**src/rtl/cache_access_scheduler_if.sv**
```systemverilog
// Request/array bundle between the CPU and snoop front-ends, the scheduler and the set array.
interface cache_access_scheduler_if #(
  parameter int ADDR_W     = 32,
  parameter int INDEX_BITS = 14,
  parameter int TAG_BITS   = 12
);
  logic              cpu_req_valid;
  logic [ADDR_W-1:0] cpu_req_addr;
  logic [1:0]        cpu_req_op;
  logic              cpu_req_ready;
  logic              snp_req_valid;
  logic [ADDR_W-1:0] snp_req_addr;
  logic [1:0]        snp_req_op;
  logic              snp_req_ready;
  logic              arr_rd_en;
  logic              arr_wr_en;
  logic [INDEX_BITS-1:0] arr_index;
  logic [TAG_BITS-1:0]   arr_tag;
  logic [1:0]        arr_op;
  logic              arr_src;
  logic              upd_hold;
  logic              busy;

  modport master (
    output cpu_req_valid, cpu_req_addr, cpu_req_op, snp_req_valid, snp_req_addr, snp_req_op, upd_hold,
    input  cpu_req_ready, snp_req_ready, arr_rd_en, arr_wr_en, arr_index, arr_tag, arr_op, arr_src, busy
  );

  modport slave (
    input  cpu_req_valid, cpu_req_addr, cpu_req_op, snp_req_valid, snp_req_addr, snp_req_op, upd_hold,
    output cpu_req_ready, snp_req_ready, arr_rd_en, arr_wr_en, arr_index, arr_tag, arr_op, arr_src, busy
  );
endinterface

```
**src/rtl/cache_access_scheduler.sv**
```systemverilog
// Serializes CPU and snoop accesses to the single-ported LLC set array as LOOKUP/UPDATE pairs.
module cache_access_scheduler #(
  parameter int ADDR_W          = 32,
  parameter int OFFSET_BITS     = 6,
  parameter int INDEX_BITS      = 14,
  parameter int TAG_BITS        = 12,
  parameter int MAX_SNOOP_BURST = 4
) (
  input  logic                   clk,
  input  logic                   rst_n,
  cache_access_scheduler_if.slave bus
);
  localparam int BW = $clog2(MAX_SNOOP_BURST + 1);
  localparam logic [BW-1:0] BURST_MAX = BW'(MAX_SNOOP_BURST);

  typedef enum logic [1:0] {IDLE, LOOKUP, UPDATE} state_t;

  typedef struct packed {
    logic [INDEX_BITS-1:0] index;
    logic [TAG_BITS-1:0]   tag;
    logic [1:0]            op;
    logic                  src;
  } acc_t;

  state_t        state, state_nxt;
  logic [BW-1:0] burst_cnt;
  acc_t          acc, req;
  logic          accept, snp_gnt, cpu_gnt, gnt;

  // rst_n in the accept term keeps both readies low for the whole reset pulse.
  always_comb begin
    accept  = rst_n && (state == IDLE || (state == UPDATE && !bus.upd_hold));
    snp_gnt = accept && bus.snp_req_valid && (burst_cnt < BURST_MAX || !bus.cpu_req_valid);
    cpu_gnt = accept && bus.cpu_req_valid && !snp_gnt;
    gnt     = snp_gnt || cpu_gnt;
  end

  always_comb begin
    req = '0;
    if (snp_gnt) begin
      req.index = bus.snp_req_addr[OFFSET_BITS+INDEX_BITS-1:OFFSET_BITS];
      req.tag   = bus.snp_req_addr[ADDR_W-1:ADDR_W-TAG_BITS];
      req.op    = bus.snp_req_op;
      req.src   = 1'b1;
    end else begin
      req.index = bus.cpu_req_addr[OFFSET_BITS+INDEX_BITS-1:OFFSET_BITS];
      req.tag   = bus.cpu_req_addr[ADDR_W-1:ADDR_W-TAG_BITS];
      req.op    = bus.cpu_req_op;
      req.src   = 1'b0;
    end
  end

  always_comb begin
    state_nxt = state;
    unique case (state)
      IDLE:    if (gnt) state_nxt = LOOKUP;
      LOOKUP:  state_nxt = UPDATE;
      UPDATE:  if (!bus.upd_hold) state_nxt = gnt ? LOOKUP : IDLE;
      default: state_nxt = IDLE;
    endcase
  end

  always_ff @(posedge clk or negedge rst_n) begin
    if (!rst_n) begin
      state     <= IDLE;
      burst_cnt <= '0;
      acc       <= '0;
    end else begin
      state <= state_nxt;
      if (gnt) acc <= req;
      // Only a snoop that jumped a waiting CPU request counts toward the burst.
      if (cpu_gnt)
        burst_cnt <= '0;
      else if (snp_gnt) begin
        if (!bus.cpu_req_valid)         burst_cnt <= '0;
        else if (burst_cnt != BURST_MAX) burst_cnt <= burst_cnt + 1'b1;
      end
    end
  end

  assign bus.cpu_req_ready = cpu_gnt;
  assign bus.snp_req_ready = snp_gnt;
  assign bus.arr_rd_en     = (state == LOOKUP);
  assign bus.arr_wr_en     = (state == UPDATE) && !bus.upd_hold;
  assign bus.busy          = (state != IDLE);
  assign bus.arr_index     = acc.index;
  assign bus.arr_tag       = acc.tag;
  assign bus.arr_op        = acc.op;
  assign bus.arr_src       = acc.src;

  logic unused_offset;
  assign unused_offset = ^{bus.cpu_req_addr[OFFSET_BITS-1:0], bus.snp_req_addr[OFFSET_BITS-1:0]};
endmodule

```
**src/flat_wrapper.sv**
```systemverilog
// flat-port wrapper written by rule: the top's interface ports become plain ports
module cache_access_scheduler_flat 
#(
  parameter int ADDR_W          = 32,
  parameter int OFFSET_BITS     = 6,
  parameter int INDEX_BITS      = 14,
  parameter int TAG_BITS        = 12,
  parameter int MAX_SNOOP_BURST = 4
)
  (clk, rst_n, bus_cpu_req_valid, bus_cpu_req_addr, bus_cpu_req_op, bus_snp_req_valid, bus_snp_req_addr, bus_snp_req_op, bus_upd_hold, bus_cpu_req_ready, bus_snp_req_ready, bus_arr_rd_en, bus_arr_wr_en, bus_arr_index, bus_arr_tag, bus_arr_op, bus_arr_src, bus_busy);
  cache_access_scheduler_if #(.ADDR_W(ADDR_W), .INDEX_BITS(INDEX_BITS), .TAG_BITS(TAG_BITS)) bus_i ();
  input  logic clk;
  input  logic rst_n;
  input wire logic [$bits(bus_i.cpu_req_valid)-1:0] bus_cpu_req_valid;
  input wire logic [$bits(bus_i.cpu_req_addr)-1:0] bus_cpu_req_addr;
  input wire logic [$bits(bus_i.cpu_req_op)-1:0] bus_cpu_req_op;
  input wire logic [$bits(bus_i.snp_req_valid)-1:0] bus_snp_req_valid;
  input wire logic [$bits(bus_i.snp_req_addr)-1:0] bus_snp_req_addr;
  input wire logic [$bits(bus_i.snp_req_op)-1:0] bus_snp_req_op;
  input wire logic [$bits(bus_i.upd_hold)-1:0] bus_upd_hold;
  output wire logic [$bits(bus_i.cpu_req_ready)-1:0] bus_cpu_req_ready;
  output wire logic [$bits(bus_i.snp_req_ready)-1:0] bus_snp_req_ready;
  output wire logic [$bits(bus_i.arr_rd_en)-1:0] bus_arr_rd_en;
  output wire logic [$bits(bus_i.arr_wr_en)-1:0] bus_arr_wr_en;
  output wire logic [$bits(bus_i.arr_index)-1:0] bus_arr_index;
  output wire logic [$bits(bus_i.arr_tag)-1:0] bus_arr_tag;
  output wire logic [$bits(bus_i.arr_op)-1:0] bus_arr_op;
  output wire logic [$bits(bus_i.arr_src)-1:0] bus_arr_src;
  output wire logic [$bits(bus_i.busy)-1:0] bus_busy;
  assign bus_i.cpu_req_valid = bus_cpu_req_valid;
  assign bus_i.cpu_req_addr = bus_cpu_req_addr;
  assign bus_i.cpu_req_op = bus_cpu_req_op;
  assign bus_i.snp_req_valid = bus_snp_req_valid;
  assign bus_i.snp_req_addr = bus_snp_req_addr;
  assign bus_i.snp_req_op = bus_snp_req_op;
  assign bus_i.upd_hold = bus_upd_hold;
  assign bus_cpu_req_ready = bus_i.cpu_req_ready;
  assign bus_snp_req_ready = bus_i.snp_req_ready;
  assign bus_arr_rd_en = bus_i.arr_rd_en;
  assign bus_arr_wr_en = bus_i.arr_wr_en;
  assign bus_arr_index = bus_i.arr_index;
  assign bus_arr_tag = bus_i.arr_tag;
  assign bus_arr_op = bus_i.arr_op;
  assign bus_arr_src = bus_i.arr_src;
  assign bus_busy = bus_i.busy;
  cache_access_scheduler #(.ADDR_W(ADDR_W), .OFFSET_BITS(OFFSET_BITS), .INDEX_BITS(INDEX_BITS), .TAG_BITS(TAG_BITS), .MAX_SNOOP_BURST(MAX_SNOOP_BURST)) u_core (.clk(clk), .rst_n(rst_n), .bus(bus_i));
endmodule
```
**config.mk**
```make
export PLATFORM = sky130hd
export DESIGN_NAME = cache_access_scheduler_flat
export DESIGN_NICKNAME = d
export VERILOG_FILES = /design/src/rtl/cache_access_scheduler_if.sv /design/src/rtl/cache_access_scheduler.sv /design/src/flat_wrapper.sv
export SDC_FILE = /design/constraint.sdc
export NUM_CORES = 1
export LEC_CHECK = 0
export CORE_MARGIN = 5
export CORE_UTILIZATION = 37
export CTS_CLUSTER_SIZE = 30
export DETAILED_ROUTE_END_ITERATION = 8
export GPL_ROUTABILITY_DRIVEN = 0
export PLACE_DENSITY = 0.91
export REMOVE_ABC_BUFFERS = 1
export SYNTH_ARGS = -nofsm -noshare
export SYNTH_HDL_FRONTEND = slang
export SYNTH_SLANG_ARGS = --single-unit
export TNS_END_PERCENT = 30
```
**constraint.sdc**
```tcl
create_clock -name clk -period 1.8 [get_ports clk]
set_clock_uncertainty 0.1 [all_clocks]
set_input_delay 0.54 -clock clk [delete_from_list [all_inputs] [get_ports clk]]
set_output_delay 0.54 -clock clk [all_outputs]
set_load 0.1 [all_outputs]
```
---- Word-level counts from Yosys, hierarchy flattened ----
Index checks and enable logic that the tools add are counted.
cells by class
  $add $sub $neg .......................... 1
  magnitude comparators ................... 1
  equal/unequal tests ..................... 6
  muxes and demuxes ....................... 9
  reduce and logical (&&, ||, !) cells .... 17
operator list
  kind                                                   number
  2-to-1 mux 29 bit                                      1
  2-to-1 mux 3 bit                                       4
  logical AND 1 bit                                      6
  one-hot mux 2 bit (3 select lines)                     1
  2-to-1 mux 2 bit                                       2
  AND reduction 2 bit                                    2
  nonzero test 2 bit                                     2
  adder 3 x 1 -> 3 bit, second input constant            1
  logical NOT 1 bit                                      3
  logical OR 1 bit                                       3
  < comparator 3 bit, second input constant              1
  inequality test 3 x 1 -> 1 bit, second input constant  1
  inequality test 3 bit, second input constant           1
  equality test 2 x 1 -> 1 bit, second input constant    1
  equality test 2 bit, second input constant             1
  logical NOT 2 bit                                      1
  inequality test 2 x 1 -> 1 bit, second input constant  1
  inequality test 2 bit, second input constant           1
  2-to-1 mux 1 bit                                       1
word-level totals
  register bits after elaboration ......... 34
  input bits .............................. 73
  output and inout bits ................... 34
  logic and storage cells ................. 40

---- Longest topological paths before layout ----
Gate-level depths: netlist of run 1.
  depth after elaboration ................. 12
  depth in mapped cells ................... 5
  gate-level depth less buffers ........... 4

---- Worst setup path before layout of run 1 ----
Ideal clock, no wire load.
  kind .................................... input -> output
  start ................................... input port bus_snp_req_valid
  end ..................................... output port bus_cpu_req_ready
  arrival ................................. 2.885 ns
  required time ........................... 1.160 ns
  slack ................................... -1.725 ns
  cell stages on the path ................. 3
  buffers on the path ..................... 1
  path through ............................ nor2b_2 buf_2 nor3_1
on the way
  longest elaborated chain between the ends .. 4
RTL lines
  item                            line                          RTL
  start, declared                 flat_wrapper.sv:17            input wire logic [$bits(bus_i.snp_req_valid)-1:0] bus_snp_req_valid;
  logical AND 1 bit (2 in a row)  cache_access_scheduler.sv:33  snp_gnt = accept && bus.snp_req_valid && (burst_cnt < BURST_MAX || !bus.cpu_req_valid);
  logical NOT 1 bit               cache_access_scheduler.sv:34  cpu_gnt = accept && bus.cpu_req_valid && !snp_gnt;
  logical AND 1 bit               cache_access_scheduler.sv:34
  end, declared                   flat_wrapper.sv:21            output wire logic [$bits(bus_i.cpu_req_ready)-1:0] bus_cpu_req_ready;
Every way passes these cells.

---- Final worst setup path of run 1 ----
  start ................................... register u_core.state[0]
  end ..................................... output port bus_snp_req_ready
on the way
  longest elaborated chain between the ends .. 6
  elaborated cells on any way between the ends .. 7
  classes of those cells .................. eq/ne (1); reduce/logical (6)
RTL lines
  item                                line                          RTL
  start, declared                     cache_access_scheduler.sv:25  state_t state, state_nxt;
  start signal, assigned              cache_access_scheduler.sv:69  state <= state_nxt;
  equality test 2 bit                 cache_access_scheduler.sv:32  accept = rst_n && (state == IDLE || (state == UPDATE && !bus.upd_hold));
  logical AND 1 bit                   cache_access_scheduler.sv:32
  logical OR 1 bit (*)                cache_access_scheduler.sv:32
  logical AND 1 bit (*)               cache_access_scheduler.sv:32
  logical AND 1 bit (*) (2 in a row)  cache_access_scheduler.sv:33
  end, declared                       flat_wrapper.sv:22            output wire logic [$bits(bus_i.snp_req_ready)-1:0] bus_snp_req_ready;
Every way passes the cells marked *; elsewhere a longest branch is shown, timed or not.

==> results of run 1 <==
==> cells by family after synthesis <==
logic type,Yosys count,share of synthesized area
AND/OR/NAND/NOR,18,0.07133
adder cells (fa/ha/maj),2,0.01455
flip-flops,34,0.4949
multiplexers,1,0.005823
buffers and inverters,21,0.08442
AO/OA/AOI/OAI,62,0.3290
==> sequential cells by signal, indices dropped and copies added, names as in the netlist <==
name and count:
u_core.bus.arr_tag 12, u_core.bus.arr_op 2, u_core.bus.arr_src 1, u_core.state 2
u_core.bus.arr_index 14, u_core.burst_cnt 3
==> how the worst max path moves through the flow <==
stage / from / cells past startpoint / to
after floorplan: bus_snp_req_valid / 2 / bus_cpu_req_ready
after global placement: bus_snp_req_valid / 4 / bus_snp_req_ready
after detailed placement: bus_snp_req_valid / 4 / bus_snp_req_ready
after CTS: u_core.state[0] / 5 / bus_cpu_req_ready
after global routing: u_core.state[0] / 5 / bus_snp_req_ready
final: u_core.state[0] / 5 / bus_snp_req_ready
==> cells in the mapped netlist (2+ instances only) <==
cell type / n
nand4_1: 2
o32ai_2: 2
nand2_1: 3
o22ai_1: 3
o32ai_1: 25
ha_1: 2
nor2_1: 2
inv_1: 6
a2bb2oi_2: 2
a2bb2oi_1: 25
buf_2: 5
buf_6: 8
dfrtp_1: 34
==> what timing repair did <==
item                       CTS  global route
pin swaps                    6             4
resized for setup           17             3
setup endpoints to repair   15            29
buffers inserted             4             2
==> per-layer routing <==
metal	global-route usage	share of wire	wire [um]	vias to the layer above
met5	0	0	0	-
li1	-	-	-	774
met1	0.2280	0.40	2301	832
met4	0.04371	0.013	76	0
met3	0.06522	0.083	474	9
met2	0.3185	0.50	2864	66
==> through the flow <==
stage,hold WS [ns],util,cells,worst slack (ns)
floorplan,0.1444,-,124,-1.725
global placement,0.4434,0.6945,286,-0.5060
detailed placement,0.4665,0.6945,286,-0.5105
CTS,0.2305,0.7396,298,-0.2609
global route,0.1835,0.7430,299,-0.3092
finish,0.1646,0.7430,299,-0.2441
==> where the power goes <==
part           switching (mW)  total [mW]  internal (mW)
Clock                   0.287       0.841          0.555
Combinational            1.65        2.72           1.07
Sequential              0.196        1.14          0.941
==> worst register-to-register path: stages, from the launching register on <==
cell	delay [ns]
dfrtp_1	0.38
buf_4	0.16
buf_4	0.13
nand2b_4	0.15
nor3_4	0.23
buf_12	0.23
a2bb2oi_1	0.20
==> area by class of cell <==
cell class	instances	area (um^2)
timing repair buffer	115	1466
sequential	34	850.8
fill	286	1142
inverter	7	26.28
tap	52	65.06
multi-input combinational	83	755.7
clock inverter	3	68.82
clock buffer	5	68.82
==> reports/qor.yml, run 1 <==
min_period_over_period: 1.136
dieArea_um2: 6110
port_buffers: 94
area_growth_pct: 92.07
nets: 321
hold_class: "input port to asynchronous set/reset pin"
grt_max_degree: 36
ant_nets: 0
grt_pass1_wl_um: 9094
slew-limit-headroom: 0.7750
wl_per_cell_um: 19.12
worstPathCellList: "and2b_1 -> nand2_2 -> buf_4 -> nor2_4 -> buf_12"
ir_worst_vdd_mv: 0.8310
ys_seq_area_frac: 0.4949
diodes: 0
core_um2: 4444
rsz0062_at_grt: "true"
synth_cell_types: 32
grt_pass1_vias: 1798
drv_slew: 0
htreeDepth: 2
die_h_um: 78.17
outcome: "finished with violations"
critPathSlowestCell: "dfrtp_1"
worstMarginPinSlew_ns: 0.3365
start_util: 0.3868
drc: 0
syn-cell-area_um2: 1719
fin_total_pwr_mw: 4.698
hold_buffers: 0
r2r-start: "u_core.state[0]"
criticalPathCategory: "register to primary output"
synth_edf_count: 0
timing.reg2reg.setup_slack_ns: 0.14
period_minus_slack_ns: 2.044
p_leak_nw: 1.373
hold_viol: 0
syn_inst: 138
arrival_ns: 1.40
max_cap_violations: 0
layout_commonest_cell: "clkdlybuf4s50_1"
critPathMaxStageDelay_ns: 0.38
yosys.area.top_type: "dfrtp_1"
clockBufferDepth: 2
rows: 24
via_per_inst: 5.622
grt.overflow.total: 0
yosysWarnings: 0
pin_count: 107
clk_pin_slew_worst_paths_ns: 0.08
violations: "setup timing"
drt-pass1-iter-count: 4
clk_latency_ns: 0.28
worst_setup_path_end_kind: "primary output"
setup_tns_ns: -0.7946
numCtsBuffers: 5
place_area_um2: 3087
yosysTopAreaCellShare: 0.4949
wirelength_um: 5717
grtUsageTotal: 0.1869
dieWidth_um: 78.17
critical-path-top-delay-family: "simple AND/OR/NAND/NOR gates"
synth_area_leaders: "dfrtp_1 (49%), a2bb2oi_1 (13%), o32ai_1 (13%)"
startpoint_type: "register"
drive_above_1_share: 0.3360
drt_iter0_drc: 72
dpl.hpwl_um: 4096
yosys_register_bits: 34
cp.required_ns: 1.16
crit_fanout: 2
fmax_ghz: 0.4892
yosys_most_used_dff: "dfrtp_1"
fin_ws_ns: -0.2441
vias: 1681
cts-root-buf: "clkbuf_8"
async_reset_ff_frac: 1.000
ff2ff_path_depth: 6
layout_common_cells: "clkdlybuf4s50_1 (56), buf_12 (36), dfrtp_1 (34)"
synth.avg_cell_area_um2: 12.46
cts_tree: "done"
path_buf_inv: 2
worstReg2RegEnd: "u_core.bus.arr_index[12]"
power_density_nw_per_um2: 1423
final_cell_area_um2: 3302
finalSetupViolCount: 5
antenna_found_initial: 0
cts.sinks: 34
Note: power is estimated with default switching activity, not from simulation.
==> run 2, diff against run 1 <==
- CAP_MARGIN: default -> 10
==> results of run 2 <==
No change in the layout: final DEF, timing and power equal those of run 1.
